===== src/rtl/key_pulser_pkg.sv =====
// Shared types and helpers for the push-button front end.
package key_pulser_pkg;

  // Debounce FSM states for one key channel.
  typedef enum logic [1:0] {
    RELEASED    = 2'd0,
    PRESS_CNT   = 2'd1,
    HELD        = 2'd2,
    RELEASE_CNT = 2'd3
  } key_state_t;

  // Counter width able to hold values 0..cycles.
  function automatic int unsigned cnt_width(input int unsigned cycles);
    return $clog2(cycles + 1);
  endfunction

endpackage


===== src/rtl/key_debounce_ch.sv =====
// One key channel: 2-FF synchronizer, debounce FSM with stability counter,
// one-cycle press strobe and clean debounced level.
module key_debounce_ch
  import key_pulser_pkg::*;
#(
  parameter int unsigned DEBOUNCE_CYCLES = 1_000_000
) (
  input  logic i_clk,
  input  logic i_rst_n,
  input  logic i_key_n,
  output logic o_pulse,
  output logic o_level
);

  localparam int unsigned CW = cnt_width(DEBOUNCE_CYCLES);
  // Count value at which the next stable cycle completes the debounce window.
  localparam logic [CW-1:0] CNT_LAST = CW'(DEBOUNCE_CYCLES - 1);

  logic [1:0]    sync_q;
  logic          s;
  key_state_t    state;
  logic [CW-1:0] cnt;

  // Bring the asynchronous key level into the clock domain; reset as released.
  always_ff @(posedge i_clk or negedge i_rst_n) begin
    if (!i_rst_n) begin
      sync_q <= 2'b11;
    end else begin
      sync_q <= {sync_q[0], i_key_n};
    end
  end

  assign s = sync_q[1];

  // Debounce FSM: a level change is accepted only after an unbroken run of
  // DEBOUNCE_CYCLES samples; any opposite sample aborts the count.
  always_ff @(posedge i_clk or negedge i_rst_n) begin
    if (!i_rst_n) begin
      state   <= RELEASED;
      cnt     <= '0;
      o_pulse <= 1'b0;
      o_level <= 1'b0;
    end else begin
      o_pulse <= 1'b0;
      case (state)
        RELEASED: begin
          if (!s) begin
            state <= PRESS_CNT;
            cnt   <= CW'(1);
          end
        end
        PRESS_CNT: begin
          if (s) begin
            state <= RELEASED;
            cnt   <= '0;
          end else if (cnt >= CNT_LAST) begin
            state   <= HELD;
            cnt     <= '0;
            o_pulse <= 1'b1;
            o_level <= 1'b1;
          end else begin
            cnt <= cnt + CW'(1);
          end
        end
        HELD: begin
          if (s) begin
            state <= RELEASE_CNT;
            cnt   <= CW'(1);
          end
        end
        RELEASE_CNT: begin
          if (!s) begin
            state <= HELD;
            cnt   <= '0;
          end else if (cnt >= CNT_LAST) begin
            state   <= RELEASED;
            cnt     <= '0;
            o_level <= 1'b0;
          end else begin
            cnt <= cnt + CW'(1);
          end
        end
        default: begin
          state   <= RELEASED;
          cnt     <= '0;
          o_level <= 1'b0;
        end
      endcase
    end
  end

endmodule


===== src/rtl/key_pulser.sv =====
// N independent debounced key channels producing press strobes and levels.
module key_pulser
  import key_pulser_pkg::*;
#(
  parameter int unsigned N_KEYS          = 3,
  parameter int unsigned DEBOUNCE_CYCLES = 1_000_000
) (
  input  logic              i_clk,
  input  logic              i_rst_n,
  input  logic [N_KEYS-1:0] i_key_n,
  output logic [N_KEYS-1:0] o_pulse,
  output logic [N_KEYS-1:0] o_level
);

  // One fully independent debounce channel per key.
  for (genvar g = 0; g < int'(N_KEYS); g++) begin : g_ch
    key_debounce_ch #(
      .DEBOUNCE_CYCLES(DEBOUNCE_CYCLES)
    ) u_ch (
      .i_clk  (i_clk),
      .i_rst_n(i_rst_n),
      .i_key_n(i_key_n[g]),
      .o_pulse(o_pulse[g]),
      .o_level(o_level[g])
    );
  end

endmodule


===== config.mk =====
export PLATFORM = sky130hd
export DESIGN_NAME = key_pulser
export DESIGN_NICKNAME = d
export VERILOG_FILES = /design/src/rtl/key_pulser_pkg.sv /design/src/rtl/key_debounce_ch.sv /design/src/rtl/key_pulser.sv
export SDC_FILE = /design/constraint.sdc
export NUM_CORES = 1
export LEC_CHECK = 0
export CAP_MARGIN = 30
export CORE_MARGIN = 3
export CORE_UTILIZATION = 50
export CTS_CLUSTER_SIZE = 14
export DETAILED_ROUTE_END_ITERATION = 16
export PLACE_DENSITY = 0.69
export SETUP_SLACK_MARGIN = 0.15
export SLEW_MARGIN = 20
export SYNTH_ARGS = -nofsm -noshare
export SYNTH_HDL_FRONTEND = slang
export SYNTH_SLANG_ARGS = --single-unit

===== constraint.sdc =====
create_clock -name i_clk -period 1.9 [get_ports i_clk]
set_input_delay 0.38 -clock i_clk [delete_from_list [all_inputs] [get_ports i_clk]]
set_output_delay 0.38 -clock i_clk [all_outputs]
set_load 0.05 [all_outputs]

==> run_summary.xml, run 1 <==
<?xml version="1.0" encoding="UTF-8"?>
<metrics>
  <group name="outcome">
    <metric name="run_status" unit="">finished with violations</metric>
    <metric name="violations_in_the_final_reports" unit="">negative setup slack</metric>
  </group>
  <group name="critical_path">
    <metric name="worst_path_arrival" unit="ps">2250</metric>
    <metric name="criticalPathCategory" unit="">flop to flop</metric>
    <metric name="slowest_delay" unit="ps">410</metric>
    <metric name="ff2ff_setup_slack" unit="ps">-110</metric>
    <metric name="critPathCaptureType" unit="">flop</metric>
    <metric name="cp_max_fo" unit="">5</metric>
    <metric name="cp_common_cell" unit="">sky130_fd_sc_hd__and3_4</metric>
    <metric name="crit_slowest_cell" unit="">sky130_fd_sc_hd__dfrtp_1</metric>
    <metric name="worst_setup_path_start_kind" unit="">flop</metric>
    <metric name="timing.critical_path.cells" unit="">ha_4 -&gt; nand3_4 -&gt; o21ai_4 -&gt; o2111ai_4 -&gt; buf_6 -&gt; and3_4 -&gt; buf_12 -&gt; and3_4 -&gt; a211o_1</metric>
    <metric name="required" unit="ps">2140</metric>
  </group>
  <group name="layout">
    <metric name="layout.cells.most_common_list" unit="">sky130_fd_sc_hd__buf_4 (69), sky130_fd_sc_hd__dfrtp_1 (67), sky130_fd_sc_hd__nand2_1 (56)</metric>
    <metric name="register_area" unit="sq mm">0.00197</metric>
    <metric name="fin_cells" unit="">647</metric>
    <metric name="final_area" unit="sq mm">0.00579</metric>
    <metric name="num-nets-final" unit="">548</metric>
    <metric name="number_of_inserted_diodes" unit="">0</metric>
    <metric name="multiInputGateArea" unit="sq mm">0.00256</metric>
    <metric name="nFillCells" unit="">502</metric>
    <metric name="layout.cells.most_common" unit="">sky130_fd_sc_hd__buf_4</metric>
    <metric name="drive_gt1_frac" unit="">0.413</metric>
    <metric name="area_growth_syn_to_layout" unit="%">39.7</metric>
    <metric name="final_core_util" unit="">0.734</metric>
  </group>
  <group name="timing">
    <metric name="fin_crit_sh" unit="">1.06</metric>
    <metric name="clock_skew_after_layout" unit="ps">8.13</metric>
    <metric name="max_slew_margin" unit="">0.640</metric>
    <metric name="finalMaxSlewViolations" unit="">0</metric>
    <metric name="finalHoldViolCount" unit="">0</metric>
    <metric name="setup_slack" unit="ps">-111</metric>
    <metric name="timing.final.crit_period" unit="ps">2010</metric>
    <metric name="setup_violations" unit="">19</metric>
    <metric name="whs" unit="ps">352</metric>
    <metric name="fin_tns_setup" unit="ps">-719</metric>
    <metric name="maxClockFrequency" unit="MHz">497</metric>
    <metric name="worst_pin_slew" unit="ps">540</metric>
    <metric name="grt_setup_unrepaired" unit="">yes</metric>
  </group>
  <group name="routing">
    <metric name="detail_route.wirelength" unit="mm">10.5</metric>
    <metric name="initialDrtViolationCount" unit="">225</metric>
    <metric name="via_per_inst" unit="">5.96</metric>
    <metric name="remaining_drc_errors" unit="">0</metric>
    <metric name="drt-pass1-iter-count" unit="">4</metric>
    <metric name="routed_wire_length_per_instance" unit="um">16.2</metric>
    <metric name="vias" unit="">3854</metric>
    <metric name="ant_nets" unit="">0</metric>
  </group>
  <group name="synthesis">
    <metric name="ys_dominant_reg_cell" unit="">sky130_fd_sc_hd__dfrtp_1</metric>
    <metric name="synth.yosys.warnings" unit="">0</metric>
    <metric name="synthesis.nets" unit="">458</metric>
    <metric name="ys_seq_elements" unit="">78</metric>
    <metric name="syn_area_per_cell" unit="sq um">9.20</metric>
    <metric name="synth_top_area_cell" unit="">sky130_fd_sc_hd__dfrtp_1</metric>
    <metric name="synth_edf_count" unit="">0</metric>
    <metric name="netlist_instances" unit="">450</metric>
    <metric name="synth.cell_area" unit="sq mm">0.00414</metric>
    <metric name="netlist_top_cells_area" unit="">sky130_fd_sc_hd__dfrtp_1 (44%), sky130_fd_sc_hd__nand2_1 (5.6%), sky130_fd_sc_hd__nand3_1 (4.1%)</metric>
    <metric name="netlist.area_leader.share" unit="">0.435</metric>
    <metric name="synth_cell_type_count" unit="">54</metric>
    <metric name="synth_seq_area_share" unit="">0.473</metric>
    <metric name="ys_async_sr_fraction" unit="">1.00</metric>
  </group>
  <group name="hold_path">
    <metric name="hp-class" unit="">flop to flop</metric>
  </group>
  <group name="placed_design">
    <metric name="detailed_place_hpwl" unit="mm">6.23</metric>
    <metric name="total_cell_area_at_the_placement_stage" unit="sq mm">0.00475</metric>
    <metric name="gp_routability_congestion" unit="">0.860</metric>
    <metric name="dp.cells" unit="">602</metric>
    <metric name="port-buffer-count" unit="">10</metric>
  </group>
  <group name="clocking">
    <metric name="clk_root_buffer_cell" unit="">sky130_fd_sc_hd__clkbuf_8</metric>
    <metric name="clk_pin_slew" unit="ps">80</metric>
    <metric name="clock_latency" unit="ps">350</metric>
    <metric name="clock_path_buffers" unit="">2</metric>
    <metric name="cts_made_buffers" unit="">9</metric>
    <metric name="cts_tree" unit="">done</metric>
    <metric name="clock-sinks" unit="">78</metric>
    <metric name="cts.htree.levels" unit="">3</metric>
  </group>
  <group name="floorplan">
    <metric name="die-width" unit="um">97.0</metric>
    <metric name="initial_utilization" unit="">0.525</metric>
    <metric name="fp-row-count" unit="">32</metric>
    <metric name="die_outline_height" unit="um">97.0</metric>
    <metric name="coreArea" unit="sq mm">0.00789</metric>
    <metric name="top_level_ports" unit="">11</metric>
    <metric name="die_footprint" unit="sq mm">0.00941</metric>
  </group>
  <group name="grt">
    <metric name="grt_max_degree" unit="">35</metric>
    <metric name="number_of_antenna_violations_at_the_first_check_in_global_routing" unit="">0</metric>
    <metric name="grt_pass1_wl" unit="mm">17.0</metric>
    <metric name="number_of_global_route_vias_before_repair" unit="">3737</metric>
    <metric name="track_usage" unit="">0.215</metric>
    <metric name="grt.overflow.total" unit="">0</metric>
  </group>
  <group name="power_and_ir_drop">
    <metric name="power.static_leakage" unit="nW">2.54</metric>
    <metric name="vdd_ir_drop_max" unit="mV">0.442</metric>
    <metric name="power.density_cell_area" unit="mW/mm^2">601</metric>
  </group>
  <group name="job">
    <metric name="drv.max_cap_violation_count" unit="">0</metric>
  </group>
</metrics>
[sequential cells by signal (all words and copies together), names as in the netlist, named ones only]
name and flops:
g_ch.u_ch.cnt 60, g_ch.u_ch.o_level 3, g_ch.u_ch.o_pulse 3, g_ch.u_ch.state 3, g_ch.u_ch.sync_q 6
[Yosys cell counts (6+ instances only)]
| cell | number |
|---|---|
| sky130_fd_sc_hd__nand2_1 | 62 |
| sky130_fd_sc_hd__inv_1 | 8 |
| sky130_fd_sc_hd__and2_1 | 10 |
| sky130_fd_sc_hd__nor3_1 | 12 |
| sky130_fd_sc_hd__and3_1 | 11 |
| sky130_fd_sc_hd__clkbuf_1 | 8 |
| sky130_fd_sc_hd__o21ai_0 | 31 |
| sky130_fd_sc_hd__a31oi_1 | 22 |
| sky130_fd_sc_hd__nor2_1 | 33 |
| sky130_fd_sc_hd__o31ai_1 | 9 |
| sky130_fd_sc_hd__and4_1 | 6 |
| sky130_fd_sc_hd__nand3_1 | 34 |
| sky130_fd_sc_hd__nand4_1 | 7 |
| sky130_fd_sc_hd__dfrtp_1 | 72 |
| sky130_fd_sc_hd__buf_4 | 6 |
| sky130_fd_sc_hd__a21oi_1 | 25 |
| sky130_fd_sc_hd__a21o_1 | 9 |
| sky130_fd_sc_hd__dfstp_2 | 6 |
[area by class of cell]
type	instances	share of cell area
timing repair buffer	100	0.157
multi-input combinational	343	0.443
sequential	78	0.340
clock inverter	6	0.0108
inverter	8	0.00519
tap	102	0.0221
clock buffer	10	0.0221
[worst max-delay path, delay by kind of cell (launching register included)]
| family | cells | cell delay (ps) |
|---|---|---|
| compound gates | 3 | 600 |
| buf+inv | 2 | 290 |
| fa+ha+maj | 1 | 170 |
| flops | 1 | 410 |
| simple gates | 3 | 440 |
[path summary, 6_finish.rpt]
check	start	endpoint	depth (start not counted)
hold reg to reg	g_ch[2].u_ch.sync_q[0]	g_ch[2].u_ch.sync_q[1]	0
setup reg to reg	g_ch[0].u_ch.cnt[1]	g_ch[0].u_ch.cnt[18]	9
min in group asynchronous	i_rst_n	g_ch[0].u_ch.cnt[7]	2
max in group asynchronous	i_rst_n	g_ch[2].u_ch.cnt[9]	3
setup / recovery	g_ch[0].u_ch.cnt[1]	g_ch[0].u_ch.cnt[18]	9
hold / removal	g_ch[2].u_ch.sync_q[0]	g_ch[2].u_ch.sync_q[1]	0
[what timing repair did]
| action | 4_1_cts | 5_1_grt |
|---|---|---|
| cloned | 2 | 1 |
| hold buffers | 1 | 0 |
| setup endpoints to repair | 66 | 68 |
| pin swaps | 50 | 31 |
| hold endpoints to repair | 24 | 0 |
| gates resized for setup | 83 | 81 |
| setup buffers | 14 | 11 |
[where the power goes]
part	switching [mW]	internal, mW	leakage, nW
clock network	0.618	0.605	0.100
logic	0.250	0.259	1.39
registers	0.0444	1.70	1.04
[stage by stage]
stage | power (mW) | worst slack [ps]
6_report | 3.48 | -111
5_1_grt | 3.63 | -181
4_1_cts | 3.41 | -69.8
3_5_place_dp | 2.10 | -145
3_3_place_gp | 2.09 | -96.5
2_1_floorplan | 1.96 | 46.8
[routing by layer]
layer | up-vias | part of all wire | GRT usage
met4 | 0 | 0.016 | 0.0810
met1 | 1893 | 0.43 | 0.278
met5 | - | 0 | 0
met2 | 94 | 0.51 | 0.368
li1 | 1849 | - | -
met3 | 18 | 0.039 | 0.0281
[cell families after synthesis]
kind of cell / share of synthesized area
AOI/OAI and AO/OA: 0.210
xor gates and xnor gates: 0.0106
adders and majority gates: 0.00906
buffers and inverters: 0.0462
DFF: 0.473
muxes: 0.00725
and+or+nand+nor: 0.244
Note: power is estimated with default switching activity, not from simulation.
==> run 2: changes to the inputs <==
- SKIP_LAST_GASP: not set -> 1
- SLEW_MARGIN: 20 -> not set
==> run_summary.xml, run 2 (synthesized netlist as in run 1, its figures left out) <==
<?xml version="1.0" encoding="UTF-8"?>
<metrics>
  <group name="critical_path">
    <metric name="worst_setup_path_start_kind" unit="">flop</metric>
    <metric name="ff2ff_setup_slack" unit="ps">-100</metric>
    <metric name="worstSetupStartpoint" unit="">g_ch[0].u_ch.cnt[1]</metric>
    <metric name="critical_path.endpoint" unit="">g_ch[0].u_ch.cnt[18]</metric>
    <metric name="r2r_end" unit="">g_ch[0].u_ch.cnt[18]</metric>
    <metric name="worst_r2r_path_depth" unit="">9</metric>
    <metric name="worst_path_arrival" unit="ps">2220</metric>
    <metric name="r2r_start" unit="">g_ch[0].u_ch.cnt[1]</metric>
    <metric name="critPathCaptureType" unit="">flop</metric>
    <metric name="required" unit="ps">2130</metric>
    <metric name="criticalPathCategory" unit="">flop to flop</metric>
    <metric name="cp_max_fo" unit="">5</metric>
  </group>
  <group name="routing">
    <metric name="remaining_drc_errors" unit="">0</metric>
    <metric name="via_per_inst" unit="">6.04</metric>
    <metric name="detail_route.wirelength" unit="mm">10.4</metric>
    <metric name="vias" unit="">3897</metric>
    <metric name="initialDrtViolationCount" unit="">283</metric>
    <metric name="ant_nets" unit="">0</metric>
    <metric name="routed_wire_length_per_instance" unit="um">16.2</metric>
    <metric name="drt-pass1-iter-count" unit="">4</metric>
  </group>
  <group name="floorplan">
    <metric name="coreArea" unit="sq mm">0.00789</metric>
    <metric name="die-width" unit="um">97.0</metric>
    <metric name="fp-row-count" unit="">32</metric>
    <metric name="die_outline_height" unit="um">97.0</metric>
    <metric name="initial_utilization" unit="">0.525</metric>
    <metric name="top_level_ports" unit="">11</metric>
    <metric name="die_footprint" unit="sq mm">0.00941</metric>
  </group>
  <group name="timing">
    <metric name="timing.final.crit_period" unit="ps">2000</metric>
    <metric name="max_slew_margin" unit="">0.661</metric>
    <metric name="whs" unit="ps">350</metric>
    <metric name="maxClockFrequency" unit="MHz">501</metric>
    <metric name="grt_setup_unrepaired" unit="">yes</metric>
    <metric name="fin_crit_sh" unit="">1.05</metric>
    <metric name="fin_tns_setup" unit="ps">-735</metric>
    <metric name="worst_pin_slew" unit="ps">507</metric>
    <metric name="finalMaxSlewViolations" unit="">0</metric>
    <metric name="setup_violations" unit="">19</metric>
    <metric name="finalHoldViolCount" unit="">0</metric>
    <metric name="clock_skew_after_layout" unit="ps">10.6</metric>
    <metric name="setup_slack" unit="ps">-95.3</metric>
  </group>
  <group name="layout">
    <metric name="drive_gt1_frac" unit="">0.396</metric>
    <metric name="top_regs" unit="">g_ch.u_ch.cnt (60), g_ch.u_ch.sync_q (6)</metric>
    <metric name="layout.cells.most_common" unit="">sky130_fd_sc_hd__dfrtp_1</metric>
    <metric name="nFillCells" unit="">510</metric>
    <metric name="number_of_inserted_diodes" unit="">0</metric>
    <metric name="layout.cells.most_common_list" unit="">sky130_fd_sc_hd__dfrtp_1 (68), sky130_fd_sc_hd__buf_4 (67), sky130_fd_sc_hd__nand2_1 (51)</metric>
    <metric name="area_growth_syn_to_layout" unit="%">38.3</metric>
    <metric name="largest_reg_flops" unit="">60</metric>
    <metric name="register_containing_the_most_flip_flops_in_the_final_layout" unit="">g_ch.u_ch.cnt</metric>
    <metric name="num-nets-final" unit="">546</metric>
    <metric name="final_area" unit="sq mm">0.00573</metric>
  </group>
  <group name="job">
    <metric name="drv.max_cap_violation_count" unit="">0</metric>
  </group>
  <group name="placed_design">
    <metric name="pre_cts_ws" unit="ps">-145</metric>
    <metric name="total_cell_area_at_the_placement_stage" unit="sq mm">0.00475</metric>
    <metric name="detailed_place_hpwl" unit="mm">6.23</metric>
    <metric name="port-buffer-count" unit="">10</metric>
    <metric name="gp_routability_congestion" unit="">0.860</metric>
  </group>
  <group name="clocking">
    <metric name="clock_path_buffers" unit="">2</metric>
    <metric name="cts_made_buffers" unit="">9</metric>
    <metric name="clk_root_buffer_cell" unit="">sky130_fd_sc_hd__clkbuf_8</metric>
    <metric name="clock-sinks" unit="">78</metric>
    <metric name="clk_pin_slew" unit="ps">80</metric>
    <metric name="cts_tree" unit="">done</metric>
    <metric name="cts.htree.levels" unit="">3</metric>
    <metric name="clock_latency" unit="ps">340</metric>
  </group>
  <group name="grt">
    <metric name="number_of_antenna_violations_at_the_first_check_in_global_routing" unit="">0</metric>
    <metric name="grt_max_degree" unit="">35</metric>
    <metric name="grt.overflow.total" unit="">0</metric>
    <metric name="number_of_global_route_vias_before_repair" unit="">3702</metric>
    <metric name="track_usage" unit="">0.211</metric>
    <metric name="grt_pass1_wl" unit="mm">16.7</metric>
  </group>
  <group name="hold_path">
    <metric name="hp-class" unit="">flop to flop</metric>
    <metric name="worstHoldStart" unit="">g_ch[2].u_ch.sync_q[0]</metric>
  </group>
  <group name="power_and_ir_drop">
    <metric name="power.density_cell_area" unit="mW/mm^2">603</metric>
    <metric name="vdd_ir_drop_max" unit="mV">0.444</metric>
    <metric name="post-layout-total-power" unit="mW">3.45</metric>
    <metric name="power.static_leakage" unit="nW">2.51</metric>
  </group>
  <group name="outcome">
    <metric name="violations_in_the_final_reports" unit="">negative setup slack</metric>
    <metric name="run_status" unit="">finished with violations</metric>
  </group>
</metrics>
## run 2: changes by cell type in the layout (fill, tap and decap cells not counted), sizes merged
| cell | previous run | this run |
|---|---|---|
| buf | 92 | 90 |
## run 2: final cells by class
type	count	area [sq um]	area share
Multi-Input combinational cell	343	2530	0.441
Sequential cell	78	1960	0.343
Timing Repair Buffer	98	888	0.155
Clock buffer	10	128	0.0223
Tap cell	102	128	0.0223
Clock inverter	6	62.6	0.0109
Inverter	8	30.0	0.00524
## run 2: routing by layer
| metal | global-route usage | routed length, um | up-vias |
|---|---|---|---|
| met3 | 0.0288 | 402 | 30 |
| met4 | 0.0842 | 254 | 0 |
| met1 | 0.275 | 4460 | 1912 |
| met2 | 0.355 | 5320 | 110 |
| li1 | - | - | 1845 |
| met5 | 0 | 0 | - |
## run 2: worst min-delay path by stage
stage	to	cells after the start	slack, ps
2_1_floorplan	asynchronous set/reset pin	0	80
3_3_place_gp	g_ch[0].u_ch.cnt[9]	1	320
3_5_place_dp	g_ch[0].u_ch.cnt[7]	1	330
4_1_cts	g_ch[2].u_ch.sync_q[1]	0	350
5_1_grt	g_ch[2].u_ch.sync_q[1]	0	340
6_report	g_ch[2].u_ch.sync_q[1]	0	350
## run 2: what timing repair did
item | 4_1_cts | 5_1_grt
cloned | 2 | 1
setup buffers | 14 | 9
pin swaps | 32 | 37
endpoints found under the setup margin | 66 | 66
hold endpoints to repair | 24 | 0
gates resized for setup | 69 | 83
hold buffers | 1 | 0
## run 2: report_power, final
| group | leakage [nW] | internal, mW | switching [mW] | total, mW |
|---|---|---|---|---|
| clock network | 0.100 | 0.606 | 0.617 | 1.22 |
| registers | 1.04 | 1.70 | 0.0405 | 1.74 |
| logic | 1.37 | 0.242 | 0.243 | 0.485 |
## run 2: critical path, stage by stage (launching register included)
cell,delay [ps]
sky130_fd_sc_hd__dfrtp_1,370
sky130_fd_sc_hd__ha_2,220
sky130_fd_sc_hd__nand3_4,90
sky130_fd_sc_hd__o21ai_4,170
sky130_fd_sc_hd__o2111ai_4,160
sky130_fd_sc_hd__buf_6,160
sky130_fd_sc_hd__and3_4,210
sky130_fd_sc_hd__buf_12,130
sky130_fd_sc_hd__and3_4,150
sky130_fd_sc_hd__a211o_1,220
## run 2: per-stage QoR
| stage | utilization | std cells |
|---|---|---|
| 5_1_grt | 0.726 | 645 |
| 2_1_floorplan | - | 450 |
| 3_5_place_dp | 0.602 | 602 |
| 4_1_cts | 0.677 | 635 |
| 6_report | 0.726 | 645 |
| 3_3_place_gp | 0.602 | 602 |
